==> src/rtl/uart_rx_fifo_writer_pkg.sv <==
// Shared types and constants for the UART receive path feeding the byte FIFO.
package uart_rx_pkg;

    localparam int DATA_BITS = 8;
    localparam int BYTE_W    = 8;

    typedef enum logic [2:0] {
        IDLE      = 3'd0,
        START     = 3'd1,
        DATA      = 3'd2,
        PARITY    = 3'd3,
        STOP      = 3'd4,
        WAIT_HIGH = 3'd5
    } rx_state_e;

    // Even parity: the parity bit that makes the total count of ones even.
    function automatic logic even_parity(input logic [BYTE_W-1:0] d);
        return ^d;
    endfunction

endpackage

==> src/rtl/uart_rx_fifo_writer_if.sv <==
// FIFO write-port bundle between the UART receiver (master) and the byte FIFO (slave).
interface uart_rx_fifo_writer_if import uart_rx_pkg::*; ();

    logic              wr_en;
    logic [BYTE_W-1:0] din;
    logic              fifo_full;

    modport master (output wr_en, output din, input fifo_full);
    modport slave  (input wr_en, input din, output fifo_full);

endinterface

==> src/rtl/uart_rx_fifo_writer_rx_sync.sv <==
// Two-flop synchroniser for the asynchronous serial line; resets to the idle (high) level.
module rx_sync (
    input  logic clk,
    input  logic reset,
    input  logic d,
    output logic q
);

    logic meta_r;
    logic sync_r;

    // Two-stage capture of the asynchronous input.
    always_ff @(posedge clk or negedge reset) begin
        if (!reset) begin
            meta_r <= 1'b1;
            sync_r <= 1'b1;
        end else begin
            meta_r <= d;
            sync_r <= meta_r;
        end
    end

    assign q = sync_r;

endmodule

==> src/rtl/uart_rx_fifo_writer.sv <==
// 8N1 UART receiver that pushes good bytes into a FIFO and keeps sticky error flags.
// Optional even-parity frame (8E1) enabled by defining UART_RX_PARITY_EN.
module uart_rx_fifo_writer import uart_rx_pkg::*; #(
    parameter int CLKS_PER_BIT = 434
) (
    input  logic                  clk,
    input  logic                  reset,
    input  logic                  rx_in,
    input  logic                  clr_err,
    uart_rx_fifo_writer_if.master fifo,
    output logic                  busy,
    output logic                  frame_err,
    output logic                  overrun,
    output logic                  parity_err
);

    localparam int CNT_W = $clog2(CLKS_PER_BIT);
    localparam int BIT_W = $clog2(DATA_BITS);
    localparam logic [CNT_W-1:0] CNT_MID  = CNT_W'(CLKS_PER_BIT / 2 - 1);
    localparam logic [CNT_W-1:0] CNT_LAST = CNT_W'(CLKS_PER_BIT - 1);
    localparam logic [BIT_W-1:0] BIT_LAST = BIT_W'(DATA_BITS - 1);

    logic              rx_s;
    rx_state_e         state_r, state_n;
    logic [CNT_W-1:0]  cnt_r, cnt_n;
    logic [BIT_W-1:0]  bit_r, bit_n;
    logic [BYTE_W-1:0] shift_r, shift_n;
    logic [BYTE_W-1:0] din_r;
    logic              wr_en_r;
    logic              frame_r, over_r;
    logic              push_s, frame_set_s, over_set_s;
`ifdef UART_RX_PARITY_EN
    logic              par_bit_r, par_bit_n;
    logic              par_r;
    logic              par_set_s;
`endif

    rx_sync u_rx_sync (
        .clk   (clk),
        .reset (reset),
        .d     (rx_in),
        .q     (rx_s)
    );

    // Next-state, bit timing and push/drop decisions.
    always_comb begin
        state_n     = state_r;
        cnt_n       = cnt_r + CNT_W'(1);
        bit_n       = bit_r;
        shift_n     = shift_r;
        push_s      = 1'b0;
        frame_set_s = 1'b0;
        over_set_s  = 1'b0;
`ifdef UART_RX_PARITY_EN
        par_bit_n   = par_bit_r;
        par_set_s   = 1'b0;
`endif
        case (state_r)
            IDLE: begin
                cnt_n = {CNT_W{1'b0}};
                if (!rx_s) state_n = START;
                else       state_n = IDLE;
            end
            START: begin
                if (cnt_r == CNT_MID) begin
                    cnt_n = {CNT_W{1'b0}};
                    bit_n = {BIT_W{1'b0}};
                    if (!rx_s) state_n = DATA;
                    else       state_n = IDLE;
                end else begin
                    state_n = START;
                end
            end
            DATA: begin
                if (cnt_r == CNT_LAST) begin
                    cnt_n   = {CNT_W{1'b0}};
                    shift_n = {rx_s, shift_r[BYTE_W-1:1]};
                    bit_n   = bit_r + BIT_W'(1);
`ifdef UART_RX_PARITY_EN
                    if (bit_r == BIT_LAST) state_n = PARITY;
                    else                   state_n = DATA;
`else
                    if (bit_r == BIT_LAST) state_n = STOP;
                    else                   state_n = DATA;
`endif
                end else begin
                    state_n = DATA;
                end
            end
`ifdef UART_RX_PARITY_EN
            PARITY: begin
                if (cnt_r == CNT_LAST) begin
                    cnt_n     = {CNT_W{1'b0}};
                    par_bit_n = rx_s;
                    state_n   = STOP;
                end else begin
                    state_n = PARITY;
                end
            end
`endif
            STOP: begin
                if (cnt_r == CNT_LAST) begin
                    cnt_n = {CNT_W{1'b0}};
                    if (!rx_s) begin
                        frame_set_s = 1'b1;
                        state_n     = WAIT_HIGH;
`ifdef UART_RX_PARITY_EN
                    end else if (even_parity(shift_r) != par_bit_r) begin
                        par_set_s = 1'b1;
                        state_n   = IDLE;
`endif
                    end else if (fifo.fifo_full) begin
                        over_set_s = 1'b1;
                        state_n    = IDLE;
                    end else begin
                        push_s  = 1'b1;
                        state_n = IDLE;
                    end
                end else begin
                    state_n = STOP;
                end
            end
            WAIT_HIGH: begin
                cnt_n = {CNT_W{1'b0}};
                if (rx_s) state_n = IDLE;
                else      state_n = WAIT_HIGH;
            end
            default: begin
                cnt_n   = {CNT_W{1'b0}};
                state_n = IDLE;
            end
        endcase
    end

    // State, datapath and registered FIFO write port.
    always_ff @(posedge clk or negedge reset) begin
        if (!reset) begin
            state_r <= IDLE;
            cnt_r   <= {CNT_W{1'b0}};
            bit_r   <= {BIT_W{1'b0}};
            shift_r <= {BYTE_W{1'b0}};
            wr_en_r <= 1'b0;
            din_r   <= {BYTE_W{1'b0}};
        end else begin
            state_r <= state_n;
            cnt_r   <= cnt_n;
            bit_r   <= bit_n;
            shift_r <= shift_n;
            wr_en_r <= push_s;
            if (push_s) din_r <= shift_r;
            else        din_r <= din_r;
        end
    end

    // Sticky error flags; a new error in the clearing cycle wins.
    always_ff @(posedge clk or negedge reset) begin
        if (!reset) begin
            frame_r <= 1'b0;
            over_r  <= 1'b0;
        end else begin
            if (frame_set_s)  frame_r <= 1'b1;
            else if (clr_err) frame_r <= 1'b0;
            else              frame_r <= frame_r;
            if (over_set_s)   over_r  <= 1'b1;
            else if (clr_err) over_r  <= 1'b0;
            else              over_r  <= over_r;
        end
    end

`ifdef UART_RX_PARITY_EN
    // Received parity bit and its sticky mismatch flag.
    always_ff @(posedge clk or negedge reset) begin
        if (!reset) begin
            par_bit_r <= 1'b0;
            par_r     <= 1'b0;
        end else begin
            par_bit_r <= par_bit_n;
            if (par_set_s)    par_r <= 1'b1;
            else if (clr_err) par_r <= 1'b0;
            else              par_r <= par_r;
        end
    end
    assign parity_err = par_r;
`else
    assign parity_err = 1'b0;
`endif

    assign fifo.wr_en = wr_en_r;
    assign fifo.din   = din_r;
    assign busy       = (state_r != IDLE);
    assign frame_err  = frame_r;
    assign overrun    = over_r;

endmodule

==> src/flat_wrapper.sv <==
// flat-port wrapper written by rule: the top's interface ports become plain ports
module uart_rx_fifo_writer_flat import uart_rx_pkg::*;
#(
    parameter int CLKS_PER_BIT = 434
)
  (clk, reset, rx_in, clr_err, busy, frame_err, overrun, parity_err, fifo_wr_en, fifo_din, fifo_fifo_full);
  uart_rx_fifo_writer_if fifo_i ();
  input  logic clk;
  input  logic reset;
  input  logic rx_in;
  input  logic clr_err;
  output logic busy;
  output logic frame_err;
  output logic overrun;
  output logic parity_err;
  output wire logic [$bits(fifo_i.wr_en)-1:0] fifo_wr_en;
  output wire logic [$bits(fifo_i.din)-1:0] fifo_din;
  input wire logic [$bits(fifo_i.fifo_full)-1:0] fifo_fifo_full;
  assign fifo_wr_en = fifo_i.wr_en;
  assign fifo_din = fifo_i.din;
  assign fifo_i.fifo_full = fifo_fifo_full;
  uart_rx_fifo_writer #(.CLKS_PER_BIT(CLKS_PER_BIT)) u_core (.clk(clk), .reset(reset), .rx_in(rx_in), .clr_err(clr_err), .fifo(fifo_i), .busy(busy), .frame_err(frame_err), .overrun(overrun), .parity_err(parity_err));
endmodule
==> config.mk <==
export PLATFORM = sky130hd
export DESIGN_NAME = uart_rx_fifo_writer_flat
export DESIGN_NICKNAME = d
export VERILOG_FILES = /design/src/rtl/uart_rx_fifo_writer_pkg.sv /design/src/rtl/uart_rx_fifo_writer_if.sv /design/src/rtl/uart_rx_fifo_writer_rx_sync.sv /design/src/rtl/uart_rx_fifo_writer.sv /design/src/flat_wrapper.sv
export SDC_FILE = /design/constraint.sdc
export NUM_CORES = 1
export LEC_CHECK = 0
export CAP_MARGIN = 20
export CORE_ASPECT_RATIO = 1.4
export CORE_UTILIZATION = 30
export CTS_CLUSTER_SIZE = 16
export DETAILED_ROUTE_END_ITERATION = 16
export PLACE_DENSITY_LB_ADDON = 0.2
export SLEW_MARGIN = 20
export SYNTH_ARGS = -nofsm -noshare
export SYNTH_HDL_FRONTEND = slang
export SYNTH_SLANG_ARGS = --single-unit
==> constraint.sdc <==
create_clock -name clk -period 3.1 [get_ports clk]
set_input_delay 0.775 -clock clk [delete_from_list [all_inputs] [get_ports clk]]
set_output_delay 0.775 -clock clk [all_outputs]
set_load 0.02 [all_outputs]
# [Word level (Yosys, flattened, before mapping)]
# Index checks and enable logic that the tools add are counted.
[op_classes] n_addsub=2 multipliers=0 n_div=0 order_cmp=0 eq_ne=9 shift=0 mux=28 bitwise=0 reduce_logical=8
[op_table] op="3-bit 2-to-1 mux" n=6
[op_table] op="9-bit 2-to-1 mux" n=2
[op_table] op="9-bit one-hot mux with 2 select lines" n=1
[op_table] op="1-bit 2-to-1 mux" n=15
[op_table] op="3-bit one-hot mux with 5 select lines" n=1
[op_table] op="9-bit by 1-bit adder with 9-bit output, second input constant" n=1
[op_table] op="3-bit equality test, second input constant" n=3
[op_table] op="9-bit by 8-bit equality test with 1-bit output, second input constant" n=1
[op_table] op="9-bit equality test, second input constant" n=1
[op_table] op="3-bit one-hot mux with 2 select lines" n=1
[op_table] op="2-bit nonzero test" n=3
[op_table] op="2-bit 2-to-1 mux" n=2
[op_table] op="2-bit by 1-bit != test with 1-bit output, second input constant" n=2
[op_table] op="3-bit by 1-bit adder with 3-bit output, second input constant" n=1
[op_table] op="3-bit by 1-bit equality test with 1-bit output, second input constant" n=1
[op_table] op="3-bit by 2-bit equality test with 1-bit output, second input constant" n=1
[op_table] op="3-bit logical NOT" n=1
[op_table] op="3-bit AND reduction" n=1
[op_table] op="3-bit nonzero test" n=1
[op_table] op="2-bit AND reduction" n=1
[op_table] op="2-bit OR reduction" n=1
[totals] reg_bits=36 latch_bits=0 ramBits=0 mem_bits_ro=0 in_bits=5 output_inout_bits=13 elab_cells=57 n_memories=0

# [Longest topological paths before layout]
# Gate-level depths: netlist (run 1).
[depth] depth_word=5 depth_mapped=8

# [Modules after synthesis]
# Synthesis (run 1) repeated with hierarchy kept, for this count alone.
[hier_totals] hier_cells=131 area_unflattened_um2=1647.8
[modules_own_cells] mod="uart_rx_fifo_writer" instances=1 cells_per_inst=129 area_per_inst_um2=1595.3 seq_area_each_um2=850.8
[modules_own_cells] mod="rx_sync" instances=1 cells_per_inst=2 area_per_inst_um2=52.6 seq_area_each_um2=52.6

# [Least setup slack after synthesis (run 1)]
# Ideal clock, no wire load.
[synth_path] path_type="flip-flop to flip-flop" from="register u_core.cnt_r[0]" to="register u_core.cnt_r[3]" setup_time_ns=0.069 arrival_time_ns=1.667 t_required_ns=3.031 setup_slack_ns=1.364 path_stages_with_launch=8 n_path_buf=2 cell_sequence="dfrtp_1 ha_1 and2_2 and3_1 buf_6 o32a_1 buf_6 nor2_2"
[synth_via] elab_chain_cells=3 word_cells_on_any_way=6 classes_between="1 x add/sub; 2 x eq/ne; 3 x mux"
[synth_lines] item="start: declaration" line="uart_rx_fifo_writer.sv:25" rtl="logic [CNT_W-1:0] cnt_r, cnt_n;"
[synth_lines] item="start signal: assignment" line="uart_rx_fifo_writer.sv:139" rtl="cnt_r <= {CNT_W{1'b0}};"
[synth_lines] item="start signal: assignment" line="uart_rx_fifo_writer.sv:146" rtl="cnt_r <= cnt_n;"
[synth_lines] item="9-bit by 1-bit adder with 9-bit output, or another cell as far along" line="uart_rx_fifo_writer.sv:48" rtl="cnt_n = cnt_r + CNT_W'(1);"
[synth_lines] item="9-bit 2-to-1 mux, on equally long branches" line="uart_rx_fifo_writer.sv:75, uart_rx_fifo_writer.sv:102, uart_rx_fifo_writer.sv:65"
[synth_lines] item="9-bit one-hot mux with 2 select lines (*)" line="uart_rx_fifo_writer.sv:58" rtl="case (state_r)"
[synth_lines] item="via u_core.cnt_n[3]" line="uart_rx_fifo_writer.sv:25"
# Mark *: on every way through the listed nets, which the timed path passes. The rest lies on a longest branch.
# A chain may end at the register's enable or synchronous reset.

# [Worst setup path in the final report (run 1)]
[layout_path] from="register u_core.state_r[1]" to="output port busy"
[layout_via] elab_chain_cells=1
[layout_lines] item="start: declaration" line="uart_rx_fifo_writer.sv:24" rtl="rx_state_e state_r, state_n;"
[layout_lines] item="start signal: assignment" line="uart_rx_fifo_writer.sv:145" rtl="state_r <= state_n;"
[layout_lines] item="3-bit nonzero test" line="uart_rx_fifo_writer.sv:190" rtl="assign busy = (state_r != IDLE);"
[layout_lines] item="end: declaration" line="flat_wrapper.sv:12" rtl="output logic busy;"
# Every way passes these cells.

==> flow_summary.toml, run 1 <==
[run_status]
status = "finished, final reports clean"

[floorplan]
io_pins = 18
die_w_um = 65.1
core_area_um2 = 5280
dieArea_um2 = 5890
start_util = 0.317
rows = 31
die_y_um = 90.4

[yosys]
synth_enable_flop_cells = 0
synth_nets = 142
ys_seq_elements = 36
syn_inst = 132
synth-async-reset-ratio = 1.00
synth_top_area_frac = 0.508
ys.flop_type = "dfrtp_1"
yosysSeqAreaShare = 0.540
synth_area_leaders = "dfrtp_1, mux2_2, ha_1"
synth_top_cell_by_area = "dfrtp_1"
synth_cell_types = 40
yosysWarnings = 0
netlist_area_um2 = 1670
syn_area_per_cell_um2 = 12.7

[clocking]
cts.path.max_buffers = 2
post-cts-setup-buffer-count = 0
clk_pin_slew_ns = 0.07
clk_latency_ns = 0.28
cts_root_buf = "clkbuf_8"
cts_resized = 0
cts_max_level = 2
cts_made_buffers = 5
cts_sinks = 36
cts_tree = "built"
ctsHoldBuffers = 0

[grt]
grt_max_degree = 37
grt_pass1_vias = 1085
grt_usage = 0.109
antenna_found_initial = 0
grt-ovfl-total = 0
grt_pass1_wl_um = 4930
grtUsageMet1 = 0.130
met3_usage = 0.0379
grt.busiest_layer = "met2"
grt_use_met2 = 0.174

[timing]
hold_viol = 0
tightest_slew_ns = 0.635
fin_ws_ns = 0.687
achievable-frequency_mhz = 414
hold_slack_ns = 0.357
setup_viol_count_final = 0
fin_worst_skew_ns = 0.00315
rsz0062_at_grt = "false"
final_max_slew_viol_count = 0
min_period_ns = 2.41
slew_headroom = 0.576
fin_crit_sh = 0.778
finalSetupTns_ns = 0

[routing]
first_iter_violations = 34
wl_um = 2750
ant_nets = 0
via_per_inst = 4.63
drt-wirelength-per-cell_um = 12.6
vias = 1014
first_pass_iters = 4
drc = 0

[power_and_ir_drop]
p_sw_frac = 0.206
pwr-share-clk = 0.407
p_sw_mw = 0.171
power.density_nw_per_um2 = 418
peakVddDrop_v = 0.000162
leakage_nw = 0.914
p_comb_frac = 0.021
p_int_mw = 0.659
seqPwrFrac = 0.572

[placement]
portBuffers = 16
dpl_worst_slack_ns = 0.989
gp_congestion = 0.676
hpwl_um = 2020

[final_layout]
diodes = 0
syn_to_final_growth_pct = 18.5
drive_gt1_frac = 0.294
fillers = 540
nets = 162
postLayoutCoreUtil = 0.376

[worst_setup_path]
crit_required_ns = 2.32
ff2ff_path_depth = 4
cp_max_fo = 6
timing.rr.end = "u_core.cnt_r[3]$_DFF_PN0_"
critPathCaptureType = "primary output"
r2r-start = "u_core.cnt_r[2]$_DFF_PN0_"
arrival_ns = 1.64
startpoint_type = "flip-flop"
rrSetupSlack_ns = 1.11
critPathKind = "reg2out"

[min_path]
hp-start = "u_core.u_rx_sync.meta_r$_DFF_PN1_"
holdPathEnd = "u_core.u_rx_sync.q$_DFF_PN1_"
min_path_type = "reg2reg"
holdPathStages = 0

[flow_run]
cap_violations = 0
power by group through the flow:
stage / clock, mW / sequential (mW) / combinational [mW]
finish: 0.338 / 0.474 / 0.0176
CTS: 0.350 / 0.474 / 0.0188
floorplan: 0 / 0.481 / 0.00509
global placement: 0 / 0.483 / 0.0182
detailed placement: 0 / 0.483 / 0.0185
global route: 0.377 / 0.474 / 0.0204
cell type report:
type | count | area [µm²] | share of cell area
clock inverters | 1 | 7.51 | 0.00378
repair buffers | 17 | 168 | 0.0845
inverters | 7 | 26.3 | 0.0132
multi-input cells | 85 | 711 | 0.358
flip-flops and latches | 36 | 903 | 0.455
clock buffers | 7 | 86.3 | 0.0435
well taps | 66 | 82.6 | 0.0416
cells by family after synthesis:
group           count (synthesis)  synth area share
compound gates                 10            0.0448
flops                          36             0.540
mux                            19             0.126
other cells                     1           0.00224
buf+inv                        11            0.0359
simple gates                   42             0.173
xor+xnor                        8            0.0419
fa+ha+maj                       5            0.0374
through the flow:
step / std cells / instance area [µm²] / total power [mW]
floorplan: 132 / 1670 / 0.486
global placement: 211 / 1890 / 0.501
detailed placement: 211 / 1890 / 0.502
CTS: 219 / 1980 / 0.843
global route: 219 / 1980 / 0.871
finish: 219 / 1980 / 0.830
registers in the layout, indices dropped and copies added (netlist names):
| signal | count |
|---|---|
| u_core.state_r | 3 |
| u_core.overrun | 1 |
| u_core.fifo.wr_en | 1 |
| u_core.fifo.din | 8 |
| u_core.frame_err | 1 |
| u_core.bit_r | 3 |
| u_core.u_rx_sync.meta_r | 1 |
| u_core.u_rx_sync.q | 1 |
| u_core.cnt_r | 9 |
| u_core.shift_r | 8 |
cells in the mapped netlist, types with 2 or more instances:
library cell / n
mux2_2: 16
and3_2: 2
nand3_1: 5
ha_1: 5
xnor2_1: 5
nor2_1: 4
dfrtp_1: 34
dfstp_2: 2
o22ai_1: 2
xor2_1: 3
mux2i_1: 3
buf_6: 2
nand4_1: 2
inv_1: 7
nor2b_1: 3
nor2_2: 7
a21oi_1: 2
nand2_1: 6
cell usage in the layout, fill, tap and decap left out, types with 2 or more instances in the layout:
cell type | Yosys | final
a21oi_1 | 2 | 2
and3_2 | 2 | 2
clkbuf_8 | 0 | 6
clkdlybuf4s50_1 | 0 | 16
dfrtp_1 | 34 | 34
dfstp_2 | 2 | 2
ha_1 | 5 | 5
inv_1 | 7 | 7
mux2_2 | 16 | 16
mux2i_1 | 3 | 3
nand2_1 | 6 | 6
nand3_1 | 5 | 5
nand4_1 | 2 | 2
nor2_1 | 4 | 4
nor2_2 | 7 | 7
nor2b_1 | 3 | 3
o22ai_1 | 2 | 2
xnor2_1 | 5 | 5
xor2_1 | 3 | 3
worst max-delay path, stage by stage, from the launching register on:
cell and delay [ns]:
dfrtp_1 0.44, or3_1 0.38, clkdlybuf4s50_1 0.54
worst max-delay path by stage:
| stage | start | end | slack [ns] | cells after the start |
|---|---|---|---|---|
| after global routing | u_core.state_r[1]$_DFF_PN0_ | busy | 0.60 | 2 |
| after CTS | u_core.state_r[1]$_DFF_PN0_ | busy | 0.67 | 2 |
| after detailed placement | u_core.state_r[1]$_DFF_PN0_ | busy | 0.99 | 2 |
| after global placement | u_core.state_r[0]$_DFF_PN0_ | busy | 1.00 | 2 |
| final | u_core.state_r[1]$_DFF_PN0_ | busy | 0.69 | 2 |
| after floorplan | u_core.cnt_r[0]$_DFF_PN0_ | u_core.cnt_r[3]$_DFF_PN0_ | 1.36 | 7 |
layer usage:
metal  part of all wire  vias to the layer above  wire (µm)
met5                  0                        -          0
met4              0.012                        0         34
met3              0.041                        5        114
met2               0.52                       19       1440
met1               0.42                      500       1170
li1                   -                      490          -
Power figures use the tool's default switching activity.
==> run 2: changes to the inputs <==
==> constraint.sdc (replaced) <==
create_clock -name clk -period 2.55 [get_ports clk]
set_input_delay 0.6375 -clock clk [delete_from_list [all_inputs] [get_ports clk]]
set_output_delay 0.6375 -clock clk [all_outputs]
set_load 0.02 [all_outputs]
==> run 2 against run 1 <==
Count of clock-buffer cells in the layout decreased by 2. Setup slack got worse by 0.41 ns. Global-route usage about the same. Sequential power increased by 22%. Core utilization decreased by 0.12 points. First-iteration DRC count increased by 5.9%. Non-clock buffer count unchanged. Sequential cell count unchanged. Critical path type unchanged. Largest cell class unchanged. Highest routed layer unchanged.
==> flow_summary.toml, run 2 (synthesized netlist as in run 1, its figures left out) <==
[run_status]
status = "finished, final reports clean"

[grt]
grt_use_met2 = 0.178
grt.busiest_layer = "met2"
grt_max_degree = 37
grtUsageMet1 = 0.126
grt_pass1_vias = 1083
grt-ovfl-total = 0
grt_pass1_wl_um = 4910
met3_usage = 0.0354
antenna_found_initial = 0
grt_usage = 0.109

[timing]
achievable-frequency_mhz = 439
fin_crit_sh = 0.893
setup_viol_count_final = 0
fin_ws_ns = 0.273
fin_worst_skew_ns = 0.00724
slew_headroom = 0.585
finalSetupTns_ns = 0
min_period_ns = 2.28
tightest_slew_ns = 0.621
hold_viol = 0
rsz0062_at_grt = "false"
hold_slack_ns = 0.360
final_max_slew_viol_count = 0

[clocking]
post-cts-setup-buffer-count = 0
cts_tree = "built"
clk_latency_ns = 0.29
cts.path.max_buffers = 2
cts_sinks = 36
clk_pin_slew_ns = 0.07
cts_resized = 0
cts_max_level = 2
ctsHoldBuffers = 0
cts_root_buf = "clkbuf_8"
cts_made_buffers = 5

[worst_setup_path]
critPathLaunch = "u_core.state_r[0]$_DFF_PN0_"
cp_cell_sequence = "or3_1, clkdlybuf4s50_1"
cp_num_buf_inv = 1
critPathCaptureType = "primary output"
cp_max_fo = 7
crit_family = "buffers and inverters"
arrival_ns = 1.64
max_stage_delay_ns = 0.55
r2r-start = "u_core.cnt_r[2]$_DFF_PN0_"
crit_required_ns = 1.91
slowest_stage = "clkdlybuf4s50_1"
startpoint_type = "flip-flop"
critPathKind = "reg2out"

[placement]
gp_congestion = 0.690
dp.cells = 211
portBuffers = 16
dpl_worst_slack_ns = 0.570
hpwl_um = 2020
placed_area_um2 = 1890

[final_layout]
drive_gt1_frac = 0.301
largest_register_ffs = 9
regMostFlops = "u_core.cnt_r"
finalNonFillerCells = 219
syn_to_final_growth_pct = 18.2
final_cell_mix = "dfrtp_1, mux2_2, clkdlybuf4s50_1"
layout_commonest_cell = "dfrtp_1"
final_cell_area_um2 = 1980
postLayoutCoreUtil = 0.375
nets = 162
diodes = 0

[floorplan]
dieArea_um2 = 5890
start_util = 0.317
die_w_um = 65.1
io_pins = 18
die_y_um = 90.4
core_area_um2 = 5280
rows = 31

[routing]
first_pass_iters = 3
drc = 0
vias = 1014
drt-wirelength-per-cell_um = 12.8
via_per_inst = 4.63
ant_nets = 0
wl_um = 2800
first_iter_violations = 36

[power_and_ir_drop]
leakage_nw = 0.917
power.density_nw_per_um2 = 504
peakVddDrop_v = 0.000204
total_power_mw = 0.997

[min_path]
min_path_type = "reg2reg"
hp-start = "u_core.u_rx_sync.meta_r$_DFF_PN1_"

[flow_run]
cap_violations = 0
-- run 2: cell count changes in the layout (fill, tap and decap cells not counted), sizes merged --
cell      previous run  this run
clkinv               0         3
clkbuf               7         5
clkinvlp             1         0
-- run 2: power by group --
group | switching [mW] | total, mW | internal (mW)
sequential | 0.00260 | 0.576 | 0.573
combinational | 0.0139 | 0.0216 | 0.00769
clock | 0.209 | 0.399 | 0.190
-- run 2: cell type report --
type                       count  area, µm²
clock buffer                   5       68.8
multi-input combinational     85        711
tap                           66       82.6
fill                         538       3300
timing repair buffer          17        168
inverter                       7       26.3
clock inverter                 3       18.8
sequential                    36        903
-- run 2: final timing paths --
| path | to | slack [ns] | cells after the start |
|---|---|---|---|
| setup / recovery | busy | 0.27 | 2 |
| hold / removal | u_core.u_rx_sync.q$_DFF_PN1_ | 0.36 | 0 |
| setup reg to reg | u_core.cnt_r[7]$_DFF_PN0_ | 0.59 | 4 |
| hold reg to reg | u_core.u_rx_sync.q$_DFF_PN1_ | 0.36 | 0 |
| max in group asynchronous | u_core.u_rx_sync.meta_r$_DFF_PN1_ | 1.43 | 2 |
| min in group asynchronous | u_core.fifo.din[3]$_DFFE_PN0P_ | 0.77 | 2 |
-- run 2: per-layer routing --
layer	up-vias	wire [µm]
met2	16	1470
met1	502	1160
met5	-	0
met3	6	109
met4	0	59
li1	490	-
==> run 3: changes to the inputs <==
--- a/config.mk
+++ b/config.mk
@@ -15,3 +15,4 @@
 export SYNTH_ARGS = -nofsm -noshare
 export SYNTH_HDL_FRONTEND = slang
 export SYNTH_SLANG_ARGS = --single-unit
+export TNS_END_PERCENT = 100
==> constraint.sdc (replaced) <==
create_clock -name clk -period 2.9 [get_ports clk]
set_input_delay 0.725 -clock clk [delete_from_list [all_inputs] [get_ports clk]]
set_output_delay 0.725 -clock clk [all_outputs]
set_load 0.02 [all_outputs]
==> run 3 against run 2 <==
Design area is 1.2% higher. Highest routed layer unchanged. Via count is 0.49% lower. Hold slack worse by 0.0029 ns. Core utilization is 0.45 points higher. Cell count stayed put. Total power is 3.6% lower.
==> flow_summary.toml, run 3 (synthesized netlist as in run 1, its figures left out) <==
[worst_setup_path]
critPathLaunch = "u_core.state_r[0]$_DFF_PN0_"
critPathKind = "reg2out"
cp-endpoint = "busy"
critPathCaptureType = "primary output"
cp_max_fo = 7
rrSetupSlack_ns = 0.94
r2r-start = "u_core.cnt_r[2]$_DFF_PN0_"
timing.rr.end = "u_core.cnt_r[7]$_DFF_PN0_"
ff2ff_path_depth = 4
startpoint_type = "flip-flop"
arrival_ns = 1.66
crit_required_ns = 2.17

[final_layout]
final_cell_mix = "dfrtp_1, mux2_2, clkdlybuf4s50_1"
nets = 162
postLayoutCoreUtil = 0.380
layout_commonest_cell = "dfrtp_1"
largest_register_ffs = 9
drive_gt1_frac = 0.301
regMostFlops = "u_core.cnt_r"
finalNonFillerCells = 219
syn_to_final_growth_pct = 19.6
final_cell_area_um2 = 2000
diodes = 0

[floorplan]
die_w_um = 65.1
dieArea_um2 = 5890
io_pins = 18
die_y_um = 90.4
rows = 31
core_area_um2 = 5280
start_util = 0.317

[grt]
grt-ovfl-total = 0
grt_usage = 0.109
grt_max_degree = 37
antenna_found_initial = 0
grt_pass1_vias = 1054
grt_pass1_wl_um = 4840

[power_and_ir_drop]
p_int_mw = 0.765
total_power_mw = 0.961
pwr-share-clk = 0.453
p_sw_frac = 0.204
p_sw_mw = 0.196
power.density_nw_per_um2 = 480
leakage_nw = 0.923
seqPwrFrac = 0.527
peakVddDrop_v = 0.000276
p_comb_frac = 0.020

[clocking]
cts_sinks = 36
cts_resized = 0
cts_made_buffers = 5
cts_max_level = 2
cts_tree = "built"
ctsHoldBuffers = 0
cts_root_buf = "clkbuf_8"
post-cts-setup-buffer-count = 0
cts.path.max_buffers = 2
clk_pin_slew_ns = 0.07
clk_latency_ns = 0.29

[timing]
tightest_slew_ns = 0.622
setup_viol_count_final = 0
slew_headroom = 0.585
hold_viol = 0
fin_worst_skew_ns = 0.00520
fin_crit_sh = 0.823
fin_ws_ns = 0.515
achievable-frequency_mhz = 419
finalSetupTns_ns = 0
final_max_slew_viol_count = 0
min_period_ns = 2.39
rsz0062_at_grt = "false"
hold_slack_ns = 0.357

[placement]
gp_congestion = 0.683
dpl_worst_slack_ns = 0.833
placed_area_um2 = 1890
dp.cells = 211
hpwl_um = 1960
portBuffers = 16

[routing]
first_iter_violations = 29
first_pass_iters = 4
vias = 1009
wl_um = 2810
via_per_inst = 4.61
drc = 0
drt-wirelength-per-cell_um = 12.8
ant_nets = 0

[flow_run]
cap_violations = 0

[min_path]
min_path_type = "reg2reg"

[run_status]
status = "finished, final reports clean"
-- run 3: cell types whose count changed in the layout (fill, tap and decap cells not counted), sizes merged --
cell / before / now
clkinvlp: 0 / 1
bufinv: 0 / 1
clkinv: 3 / 1
-- run 3: how the worst min path moves through the flow --
stage / startpoint / end / cells past startpoint
after floorplan: u_core.u_rx_sync.meta_r$_DFF_PN1_ / u_core.u_rx_sync.q$_DFF_PN1_ / 0
after global placement: u_core.u_rx_sync.meta_r$_DFF_PN1_ / u_core.u_rx_sync.q$_DFF_PN1_ / 0
after detailed placement: u_core.u_rx_sync.meta_r$_DFF_PN1_ / u_core.u_rx_sync.q$_DFF_PN1_ / 0
after CTS: u_core.u_rx_sync.meta_r$_DFF_PN1_ / u_core.u_rx_sync.q$_DFF_PN1_ / 0
after global routing: u_core.u_rx_sync.meta_r$_DFF_PN1_ / u_core.u_rx_sync.q$_DFF_PN1_ / 0
final: u_core.u_rx_sync.meta_r$_DFF_PN1_ / u_core.u_rx_sync.q$_DFF_PN1_ / 0
-- run 3: layout make-up --
type | instances | area [µm²]
tap | 66 | 82.6
fill | 543 | 3270
multi-input combinational | 85 | 711
inverter | 7 | 26.3
timing repair buffer | 17 | 168
sequential | 36 | 903
clock buffer | 5 | 68.8
clock inverter | 3 | 42.5
-- run 3: power by group through the flow --
stage / combinational [mW] / sequential [mW] / clock, mW
after global placement: 0.0196 / 0.516 / 0
final: 0.0188 / 0.507 / 0.435
after detailed placement: 0.0198 / 0.516 / 0
after floorplan: 0.00544 / 0.514 / 0
after global routing: 0.0217 / 0.507 / 0.472
after CTS: 0.0200 / 0.507 / 0.458
-- run 3: critical path, cell delays in order, from the launching register on --
cell             delay [ns]
dfrtp_1                0.46
or3_1                  0.37
clkdlybuf4s50_1        0.55
-- run 3: layer usage --
layer,track usage,up-vias,wire length [µm]
li1,-,493,-
met1,0.128,495,1190
met2,0.169,17,1460
met3,0.0379,4,107
met4,0.0652,0,53
met5,0,-,0
